`config.mk`:
```
export PLATFORM = sky130hd
export DESIGN_NAME = mem_port_arbiter
export DESIGN_NICKNAME = d
export VERILOG_FILES = /design/src/rtl/mem_port_arbiter_pkg.sv /design/src/rtl/mem_port_arbiter_rr_pick2.sv /design/src/rtl/mem_port_arbiter.sv
export SDC_FILE = /design/constraint.sdc
export NUM_CORES = 1
export LEC_CHECK = 0
export BUFFER_PORTS_ARGS = -buffer_cell sky130_fd_sc_hd__buf_4
export CAP_MARGIN = 10
export CELL_PAD_IN_SITES_DETAIL_PLACEMENT = 0
export CELL_PAD_IN_SITES_GLOBAL_PLACEMENT = 1
export CORE_MARGIN = 2
export CORE_UTILIZATION = 38
export CTS_CLUSTER_DIAMETER = 30
export CTS_CLUSTER_SIZE = 12
export DETAILED_ROUTE_END_ITERATION = 8
export PLACE_DENSITY = 0.93
export SETUP_SLACK_MARGIN = 0.3
export SLEW_MARGIN = 40
export SYNTH_ARGS = -nofsm -noshare
export SYNTH_HDL_FRONTEND = slang
export SYNTH_HIERARCHICAL = 1
export SYNTH_SLANG_ARGS = --single-unit
```
`constraint.sdc`:
```
create_clock -name clk -period 4 [get_ports clk]
set_input_delay 0.2 -clock clk [delete_from_list [all_inputs] [get_ports clk]]
set_output_delay 0.2 -clock clk [all_outputs]
set_load 0.1 [all_outputs]
```
`src/rtl/mem_port_arbiter_pkg.sv`:
```
// ---------------------------------------------------------------------------
// mem_port_arbiter_pkg
// Shared definitions for the memory port arbiter: default widths, memory
// command encodings, arbiter state encodings and requester identities.
// ---------------------------------------------------------------------------
package mem_port_arbiter_pkg;

  localparam int unsigned ADDR_W_DEF  = 32;
  localparam int unsigned DATA_W_DEF  = 32;
  localparam int unsigned MASK_W      = 4;
  localparam int unsigned TIMEOUT_DEF = 64;

  // Memory / dcache command encoding (11 is illegal and treated as idle)
  typedef enum logic [1:0] {
    RW_IDLE  = 2'b00,
    RW_READ  = 2'b01,
    RW_WRITE = 2'b10,
    RW_ILL   = 2'b11
  } rw_e;

  // Arbiter state encoding
  typedef enum logic [1:0] {
    ST_IDLE   = 2'b00,
    ST_BUSY_I = 2'b01,
    ST_BUSY_D = 2'b10
  } arb_state_e;

  // Requester identity; bit position in the request vector matches the value
  typedef enum logic {
    OWNER_I = 1'b0,
    OWNER_D = 1'b1
  } owner_e;

  // A dcache command is a request only for a legal read or write
  function automatic logic rw_is_req(input logic [1:0] rw);
    return (rw == RW_READ) || (rw == RW_WRITE);
  endfunction

endpackage

```
`src/rtl/mem_port_arbiter_rr_pick2.sv`:
```
// ---------------------------------------------------------------------------
// rr_pick2
// Two-way round-robin chooser. A lone requester is granted; when both
// request, the one that was not granted last wins.
// Ports:
//   req_i   [1:0]  request vector (bit index = requester id)
//   last_i         id of the requester granted most recently
//   grant_o [1:0]  one-hot grant (zero when nobody requests)
// ---------------------------------------------------------------------------
module rr_pick2 (
  input  logic [1:0] req_i,
  input  logic       last_i,
  output logic [1:0] grant_o
);

  always_comb begin
    grant_o = 2'b00;
    case (req_i)
      2'b01:   grant_o = 2'b01;
      2'b10:   grant_o = 2'b10;
      2'b11:   grant_o = last_i ? 2'b01 : 2'b10;
      default: grant_o = 2'b00;
    endcase
  end

endmodule

```
`src/rtl/mem_port_arbiter.sv`:
```
// ---------------------------------------------------------------------------
// mem_port_arbiter
// Shares one external memory port between the instruction cache (read only)
// and the data cache (read/write). Round-robin arbitration in IDLE, request
// fields latched at grant and held until the memory completes, and a
// watchdog that bounds each transaction and raises a sticky error.
// Ports:
//   clk, rst                 clock, synchronous active-high reset
//   i_req/i_addr             icache read request (level) and address
//   i_done/i_rdata           icache completion pulse and read data
//   d_rw/d_addr/d_wdata/d_mask  dcache command, address, write data, mask
//   d_done/d_rdata           dcache completion pulse and read data
//   m_rw/m_addr/m_wdata/m_mask  registered memory command
//   m_rd_valid/m_wr_done/m_rdata  memory completion pulses and read data
//   err                      sticky watchdog timeout flag
// ---------------------------------------------------------------------------
module mem_port_arbiter
  import mem_port_arbiter_pkg::*;
#(
  parameter int unsigned ADDR_W  = ADDR_W_DEF,
  parameter int unsigned DATA_W  = DATA_W_DEF,
  parameter int unsigned TIMEOUT = TIMEOUT_DEF
) (
  input  logic              clk,
  input  logic              rst,
  // icache side
  input  logic              i_req,
  input  logic [ADDR_W-1:0] i_addr,
  output logic              i_done,
  output logic [DATA_W-1:0] i_rdata,
  // dcache side
  input  logic [1:0]        d_rw,
  input  logic [ADDR_W-1:0] d_addr,
  input  logic [DATA_W-1:0] d_wdata,
  input  logic [MASK_W-1:0] d_mask,
  output logic              d_done,
  output logic [DATA_W-1:0] d_rdata,
  // memory side
  output logic [1:0]        m_rw,
  output logic [ADDR_W-1:0] m_addr,
  output logic [DATA_W-1:0] m_wdata,
  output logic [MASK_W-1:0] m_mask,
  input  logic              m_rd_valid,
  input  logic              m_wr_done,
  input  logic [DATA_W-1:0] m_rdata,
  // status
  output logic              err
);

  localparam int unsigned WD_W = (TIMEOUT > 2) ? $clog2(TIMEOUT) : 1;
  localparam logic [WD_W-1:0] WD_LAST = WD_W'(TIMEOUT - 1);

  arb_state_e         state_q;
  owner_e             last_q;
  logic [1:0]         m_rw_q;
  logic [ADDR_W-1:0]  m_addr_q;
  logic [DATA_W-1:0]  m_wdata_q;
  logic [MASK_W-1:0]  m_mask_q;
  logic [WD_W-1:0]    wd_q;
  logic               err_q;
  logic [DATA_W-1:0]  i_rdata_q;
  logic [DATA_W-1:0]  d_rdata_q;

  logic [1:0]         req_vec;
  logic [1:0]         grant;
  logic               busy_c;
  logic               cmpl_c;
  logic               tmo_c;
  logic               fin_c;
  logic               upd_rdata_c;
  logic [DATA_W-1:0]  new_rdata_c;

  // Request vector: bit 0 icache, bit 1 dcache (illegal d_rw is no request)
  assign req_vec = {rw_is_req(d_rw), i_req};

  rr_pick2 u_pick (
    .req_i   (req_vec),
    .last_i  (last_q),
    .grant_o (grant)
  );

  // Completion / timeout decode for the transaction in flight
  always_comb begin
    busy_c      = (state_q != ST_IDLE);
    // only the pulse matching the latched op counts; the other is ignored
    cmpl_c      = busy_c && ((m_rw_q == RW_WRITE) ? m_wr_done : m_rd_valid);
    // a completion in the last watchdog cycle wins over the timeout
    tmo_c       = busy_c && !cmpl_c && (wd_q == WD_LAST);
    // reset aborts silently, so no done pulse while rst is high
    fin_c       = (cmpl_c || tmo_c) && !rst;
    // read data is captured on read completion; a timeout forces zero
    upd_rdata_c = fin_c && (tmo_c || (m_rw_q == RW_READ));
    new_rdata_c = cmpl_c ? m_rdata : '0;
  end

  // Done pulses pass straight through, gated by the current owner
  assign i_done  = fin_c && (state_q == ST_BUSY_I);
  assign d_done  = fin_c && (state_q == ST_BUSY_D);
  assign i_rdata = (i_done && upd_rdata_c) ? new_rdata_c : i_rdata_q;
  assign d_rdata = (d_done && upd_rdata_c) ? new_rdata_c : d_rdata_q;

  assign m_rw    = m_rw_q;
  assign m_addr  = m_addr_q;
  assign m_wdata = m_wdata_q;
  assign m_mask  = m_mask_q;
  assign err     = err_q;

  // Arbiter FSM with registered memory command, watchdog and read data
  always_ff @(posedge clk) begin
    if (rst) begin
      state_q   <= ST_IDLE;
      last_q    <= OWNER_I;
      m_rw_q    <= RW_IDLE;
      m_addr_q  <= '0;
      m_wdata_q <= '0;
      m_mask_q  <= '0;
      wd_q      <= '0;
      err_q     <= 1'b0;
      i_rdata_q <= '0;
      d_rdata_q <= '0;
    end else begin
      case (state_q)
        ST_IDLE: begin
          wd_q <= '0;
          if (grant[OWNER_D]) begin
            m_rw_q    <= d_rw;
            m_addr_q  <= d_addr;
            m_wdata_q <= d_wdata;
            m_mask_q  <= (d_rw == RW_WRITE) ? d_mask : '0;
            last_q    <= OWNER_D;
            state_q   <= ST_BUSY_D;
          end else if (grant[OWNER_I]) begin
            m_rw_q    <= RW_READ;
            m_addr_q  <= i_addr;
            m_wdata_q <= '0;
            m_mask_q  <= '0;
            last_q    <= OWNER_I;
            state_q   <= ST_BUSY_I;
          end
        end

        ST_BUSY_I, ST_BUSY_D: begin
          if (fin_c) begin
            // drop the command for at least one idle cycle on the port
            m_rw_q  <= RW_IDLE;
            state_q <= ST_IDLE;
            if (tmo_c) begin
              err_q <= 1'b1;
            end
            if (upd_rdata_c) begin
              if (state_q == ST_BUSY_I) begin
                i_rdata_q <= new_rdata_c;
              end else begin
                d_rdata_q <= new_rdata_c;
              end
            end
          end else begin
            wd_q <= wd_q + WD_W'(1);
          end
        end

        default: begin
          state_q <= ST_IDLE;
          m_rw_q  <= RW_IDLE;
        end
      endcase
    end
  end

endmodule
```
; Yosys cells after proc, flatten, opt, wreduce, memory -nomap -nowiden
; Index checks and enable logic that the tools add are counted.
[totals]
latchBits = 0
out_inout_bits = 137
regBits = 144
wordCells = 73
ramBits = 0
inputBits = 139
mem_bits_ro = 0
mem_count = 0
[op_classes]
bitwise = 1
n_mul = 0
div_mod_pow = 0
n_mux = 23
shifts = 0
n_lt_le_gt_ge = 0
add_sub_neg = 1
reduce_logical = 25
eq_ne = 13
[ops]
columns = operator, n
row1 = $mux 32, 7
row2 = $mux 4, 3
row3 = $pmux 6 s2, 1
row4 = $eq 2x2->1 const B, 5
row5 = $mux 2, 5
row6 = $logic_and 1x1->1, 9
row7 = $eq 2x1->1 const B, 4
row8 = $pmux 2 s2, 2
row9 = $reduce_and 4->1, 2
row10 = $add 6x1->6 const B, 1
row11 = $eq 6x6->1 const B, 1
row12 = $mux 6, 1
row13 = $pmux 2 s3, 1
row14 = $reduce_and 2->1, 3
row15 = $reduce_bool 2->1, 3
row16 = $ne 2x2->1 const B, 2
row17 = $logic_or 1x1->1, 3
row18 = $mux 1, 3
row19 = $ne 3x3->1 const B, 1
row20 = $reduce_and 3->1, 1
row21 = $logic_not 1->1, 2
row22 = $logic_not 2->1, 1
row23 = $reduce_or 2->1, 1
row24 = $not 1->1, 1

; Depth between registers and ports, before layout
[depth]
depth_word = 11
mapped_depth = 9

; Modules after synthesis
; Netlist, hierarchy kept.
[modules_own_cells]
columns = mod, cells_per_inst, instances, area_each_um2
row1 = mem_port_arbiter, 753, 1, 6845.3
row2 = rr_pick2, 3, 1, 18.8

; Worst setup path before layout
; No wires, ideal clock.
[synth_timing]
kind = flip-flop to output port
start = reg m_rw_q[0] (netlist: m_rw[0])
end = out i_rdata[31]
slack_ps = -301
stages_incl_launch_ff = 6
n_path_buf = 1
arrival_time_ps = 4101
required_time_ps = 3800
path_cell_list = dfxtp_1 > mux2_4 > a22oi_4 > a32oi_2 > buf_2 > o21ai_0
[synth_via]
elab_chain_cells = 11
elab_cells_between_ends = 15
cone_classes = eq/ne: 2 / mux: 3 / reduce/logical: 10
[synth_rtl]
columns = item, line
row1 = "start, declared", mem_port_arbiter.sv:55  ; logic [1:0] m_rw_q;
row2 = "start signal, assigned", mem_port_arbiter.sv:126  ; m_rw_q <= d_rw;
row3 = $eq 2x2->1, mem_port_arbiter.sv:86  ; cmpl_c = busy_c && ((m_rw_q == RW_WRITE) ? m_wr_done : m_rd_valid);
row4 = $mux 1, mem_port_arbiter.sv:86
row5 = $logic_and 1x1->1, mem_port_arbiter.sv:86
row6 = $logic_not 1->1, mem_port_arbiter.sv:88  ; tmo_c = busy_c && !cmpl_c && (wd_q == WD_LAST);
row7 = $logic_and 1x1->1 (2 in series), mem_port_arbiter.sv:88
row8 = $logic_or 1x1->1, mem_port_arbiter.sv:90  ; fin_c = (cmpl_c || tmo_c) && !rst;
row9 = $logic_and 1x1->1, mem_port_arbiter.sv:90
row10 = "$logic_and 1x1->1, on equally long branches", "mem_port_arbiter.sv:97, mem_port_arbiter.sv:92"
row11 = $logic_and 1x1->1, mem_port_arbiter.sv:99  ; assign i_rdata = (i_done && upd_rdata_c) ? new_rdata_c : i_rdata_q;
row12 = $mux 32 (*), mem_port_arbiter.sv:99
row13 = "end, declared", mem_port_arbiter.sv:30  ; output logic [DATA_W-1:0] i_rdata,
; Every way passes the cells marked *; elsewhere a longest branch is shown, timed or not.

; Worst setup path after layout
[layout_timing]
start = reg state_q[0]
end = out d_rdata[3]
[layout_via]
elab_chain_cells = 10
elab_cells_between_ends = 14
cone_classes = eq/ne: 1 / mux: 2 / reduce/logical: 11
[layout_rtl]
columns = item, line
row1 = "start, declared", mem_port_arbiter.sv:53  ; arb_state_e state_q;
row2 = "start signal, assigned", mem_port_arbiter.sv:111  ; state_q <= ST_IDLE;
row3 = "start signal, assigned", mem_port_arbiter.sv:131  ; state_q <= ST_BUSY_D;
row4 = "start signal, assigned", mem_port_arbiter.sv:138  ; state_q <= ST_BUSY_I;
row5 = $reduce_bool 2->1, mem_port_arbiter.sv:84  ; busy_c = (state_q != ST_IDLE);
row6 = $logic_and 1x1->1, mem_port_arbiter.sv:86
row7 = $logic_not 1->1, mem_port_arbiter.sv:88
row8 = $logic_and 1x1->1 (2 in series), mem_port_arbiter.sv:88
row9 = $logic_or 1x1->1, mem_port_arbiter.sv:90
row10 = $logic_and 1x1->1, mem_port_arbiter.sv:90
row11 = "$logic_and 1x1->1, on equally long branches", "mem_port_arbiter.sv:98, mem_port_arbiter.sv:92"
row12 = $logic_and 1x1->1, mem_port_arbiter.sv:100  ; assign d_rdata = (d_done && upd_rdata_c) ? new_rdata_c : d_rdata_q;
row13 = $mux 32 (*), mem_port_arbiter.sv:100
row14 = "end, declared", mem_port_arbiter.sv:37  ; output logic [DATA_W-1:0] d_rdata,
; Marks and branches as above.

==> results_tabular.tex <==
\begin{tabular}{lr}
\hline
Metric & Value \\
\hline
\multicolumn{2}{l}{\textbf{Status}} \\
\quad Outcome & complete, no violations \\
\multicolumn{2}{l}{\textbf{Place}} \\
\quad Global placement routability congestion & 0.801 \\
\quad Detail Placement HPWL & roughly 14 mm \\
\quad \# placed instances & about 1,200 \\
\quad Port buffer count & 275 \\
\multicolumn{2}{l}{\textbf{STA}} \\
\quad Hold violation count in the final report & 0 \\
\quad Unrepaired setup endpoints after global routing & false \\
\quad Share of the clock period used by the worst path & 84.9\% \\
\quad Min Hold Slack & 28.2 ps \\
\quad Clock skew after layout & 7.80 ps \\
\quad Worst slew margin & 47.9\% \\
\quad Final number of max-transition violations & 0 \\
\quad Time the final worst path needs with I/O delays and setup & 3400 ps \\
\quad Total negative slack & 0 ps \\
\quad Maximum clock frequency & 294 MHz \\
\quad Slew at the pin with the worst max-slew slack & between 700 and 800 ps \\
\quad Setup violations, final & 0 \\
\multicolumn{2}{l}{\textbf{Critical path}} \\
\quad Series of cell instances along the critical path & inv\_1, ha\_1, nand2b\_1, nor2\_4, a21oi\_2, nand3b\_4, mux2\_4, buf\_4 \\
\quad Family with the most delay on the worst path & simple AND/OR/NAND/NOR gates \\
\quad Critical path type & reg2out \\
\quad Slowest CP cell & nand3b\_4 \\
\quad Crit Path Max Fanout & 32 \\
\quad Critical path required time & 3800 ps \\
\quad Crit path buf inv count & 2 \\
\quad Category of the worst setup path launch point & flop \\
\quad CP peak stage delay & 610 ps \\
\quad Arrival time of data at the critical path endpoint & 3200 ps \\
\quad Path depth of the worst reg2reg path & 7 \\
\quad Logic depth of the worst path, buffers included & 8 \\
\quad Kind of capture point of the worst setup path & output port \\
\multicolumn{2}{l}{\textbf{Die}} \\
\quad Effective utilization at floorplan & 38.5\% \\
\quad Cell row count & slightly below 50 \\
\quad Core Area & 0.0178 mm2 \\
\quad Floorplan die width & 138 um \\
\quad Full die area & 0.0192 mm2 \\
\quad Die Span Y & 138 um \\
\quad I/O pin cnt & 276 \\
\multicolumn{2}{l}{\textbf{Flow run}} \\
\quad Number of max-cap violations & 0 \\
\multicolumn{2}{l}{\textbf{Detailed routing}} \\
\quad Number of nets still failing antenna checks after routing & 0 \\
\quad Post-DR wirelength/cell & 16.3 um \\
\quad 1st-pass router iterations & 5 \\
\quad Final wirelength & 20.2 mm \\
\quad Vias per cell & 5.11 \\
\quad Number of violations reported at the end of detailed-routing iteration 0 & about 280 \\
\quad Vias after detailed routing & 6,324 \\
\quad Post-route DRC violation count & 0 \\
\multicolumn{2}{l}{\textbf{Power}} \\
\quad Sw power & roughly 2.3 mW \\
\quad Clock power frac & between 20\% and 30\% \\
\quad Proportion of power drawn by combinational gates & between 40 and 50\% \\
\quad Pwr Total & 5.24 mW \\
\quad Internal power summed over all cells & a little under 3 mW \\
\quad Static leakage & 4.24 nW \\
\quad Ratio of total power to cell area & $\sim$550 mW/mm2 \\
\quad Flop pwr share & 31.9\% \\
\quad Maximum vdd ir drop & 0.337 mV \\
\quad Net Sw Frac & 44.1\% \\
\multicolumn{2}{l}{\textbf{Clocking}} \\
\quad Insertion delay to the later sink of the worst-skew pair & roughly 420 ps \\
\quad Buffer depth of the longest clock path & 2 \\
\quad Root buffer cell & clkbuf\_16 \\
\quad H-Tree Level Count & 4 \\
\quad TritonCTS Buffers & 17 \\
\quad TritonCTS sink count & 144 \\
\quad Clock input transition at the sequential cells of the worst setup and hold paths & 60 ps \\
\quad Cells resized by post-CTS repair & 0 \\
\quad Clock tree from TritonCTS & yes \\
\multicolumn{2}{l}{\textbf{Synthesis}} \\
\quad Yosys warnings & 6 \\
\quad Number of enable-type register cells in the synthesized netlist & 0 \\
\quad Synthesized instance count & between 700 and 800 \\
\quad Sequential area share after synthesis & 42.0\% \\
\quad Number of register bits inferred by synthesis & between 100 and 150 \\
\quad Number of nets produced by synthesis & 901 \\
\quad Share of synthesized registers carrying an async set or reset & 0\% \\
\quad Summed instance area of the synthesized netlist & 0.00686 mm2 \\
\quad Flip-flop cell with the highest count after synthesis & dfxtp\_1 \\
\quad Unique masters post-synth & 51 \\
\quad Synthesized area divided by synthesized cell count & $\sim$9 um2 \\
\multicolumn{2}{l}{\textbf{Final layout}} \\
\quad Final-stage net count & 1,140 \\
\quad Layout fillers & about 1,600 \\
\quad Final Non-Filler Cells & 1,237 \\
\quad Share of cells above drive strength 1 & 39.8\% \\
\quad Diodes inserted & 0 \\
\quad Synthesis-to-layout area growth & 40.0\% \\
\multicolumn{2}{l}{\textbf{Global route}} \\
\quad Maximum number of pins on one net before global-route repair & 79 \\
\quad Via count of the first global-routing pass & between 6,000 and 7,000 \\
\quad Number of antenna violations at the first check in global routing & 0 \\
\quad Tot GR Track Use & approximately a fifth \\
\quad First-pass GRT wire length & 32.1 mm \\
\quad Overflow left after global routing & 0 \\
\multicolumn{2}{l}{\textbf{Worst hold path}} \\
\quad Worst hold path type & in2reg \\
\quad Number of cells on the worst hold path & 3 \\
\hline
\end{tabular}
[timing repair]
item	in CTS	in global routing
hold endpoints to repair	1	0
hold buffers	1	0
endpoints found under the setup margin	0	0
setup buffers	0	0
[worst reg2reg max path, stage by stage, from the launching register on]
cell,delay [ps]
dfxtp_1,360
inv_1,100
ha_1,370
nand2b_1,300
nor4_1,560
a21o_2,680
nand3_1,190
a21oi_1,160
[metal layers]
| layer | vias up | wire (um) | GRT usage [%] |
|---|---|---|---|
| li1 | 3162 | - | - |
| met1 | 2897 | 8520 | 24.7 |
| met2 | 240 | 9570 | 34.3 |
| met3 | 25 | 1620 | 6.72 |
| met4 | 0 | 439 | 8.81 |
| met5 | - | 0 | 0 |
[stage by stage]
step	setup slack (ps)	instance area, um2	utilization (%)
finish	603	9610	53.9
global route	425	9610	53.9
CTS	550	9610	53.9
detailed placement	1010	9050	50.7
global placement	1160	9020	50.5
floorplan	460	6870	-
[power groups by stage]
stage                     registers, mW  clock network, mW  logic (mW)
after floorplan                    2.67                  0       0.646
after global placement             1.70                  0        2.11
after detailed placement           1.70                  0        2.12
after CTS                          1.68               1.50        2.13
after global routing               1.69               1.56        2.23
final                              1.67               1.46        2.11
[cell usage after synthesis (all sizes together), types with 2 or more instances]
cell / n / area [um2]
nand2: 68 / 255
nand3: 66 / 330
a31oi: 4 / 25.0
or2: 3 / 18.8
clkbuf: 37 / 140
nor2: 79 / 307
inv: 9 / 33.8
ha: 6 / 75.1
mux2i: 34 / 340
a22oi: 34 / 269
and2: 34 / 213
a32oi: 5 / 51.3
a311oi: 3 / 26.3
a21oi: 71 / 363
buf: 28 / 186
a21boi: 2 / 15.0
a211oi: 34 / 260
nand2b: 3 / 26.3
and3: 3 / 18.8
o21ai: 7 / 35.0
dfxtp: 144 / 2880
nor3b: 3 / 22.5
mux2: 64 / 833
nor2b: 2 / 12.5
[kinds of logic after synthesis]
| group | Yosys count | share of synthesized area, % |
|---|---|---|
| AOI/OAI and AO/OA | 167 | 16.1 |
| muxes | 98 | 17.1 |
| and+or+nand+nor | 267 | 18.4 |
| buffers and inverters | 74 | 5.25 |
| DFF | 144 | 42.0 |
| adders and majority gates | 6 | 1.09 |
[state kept, by name (all words and copies together), names as in the netlist]
name and cells:
state_q 2, wd_q 6, m_wdata 32, m_rw 2, m_addr 32, m_mask 4
i_rdata_q 32, err 1, d_rdata_q 32, last_q 1
[final cells by class]
cell class | instances | area [um2] | area share (%)
flip-flops and latches | 144 | 2880 | 30.0
well taps | 229 | 287 | 2.98
repair buffers | 285 | 2170 | 22.6
multi-input cells | 538 | 3690 | 38.4
inverters | 9 | 33.8 | 0.351
clock buffers | 19 | 443 | 4.61
clock inverters | 13 | 103 | 1.07
[final timing paths]
path | from | to | slack [ps]
setup / recovery | state_q[0]$_SDFFE_PP0P_ | d_rdata[3] | 600
hold / removal | d_wdata[5] | m_wdata[5]$_SDFFE_PP0P_ | 30
setup reg to reg | state_q[0]$_SDFFE_PP0P_ | i_rdata_q[15]$_SDFFE_PP0P_ | 1210
hold reg to reg | d_rdata_q[30]$_SDFFE_PP0P_ | d_rdata_q[30]$_SDFFE_PP0P_ | 450
[placed cells by master, fill, tap and decap left out, types with 4 or more instances in the layout]
| master | Yosys | routed |
|---|---|---|
| nand2_1 | 68 | 68 |
| o21ai_0 | 6 | 5 |
| nor2_1 | 77 | 77 |
| buf_4 | 2 | 280 |
| a21oi_1 | 69 | 69 |
| a211oi_1 | 33 | 33 |
| mux2i_1 | 34 | 33 |
| mux2_2 | 34 | 34 |
| nand3_1 | 66 | 66 |
| and2_1 | 34 | 34 |
| inv_6 | 0 | 5 |
| mux2_4 | 30 | 30 |
| inv_1 | 9 | 9 |
| ha_1 | 6 | 6 |
| clkbuf_16 | 0 | 17 |
| a32oi_1 | 4 | 4 |
| dfxtp_1 | 144 | 144 |
| a22oi_1 | 33 | 33 |
Note: power is estimated with default switching activity, not from simulation.
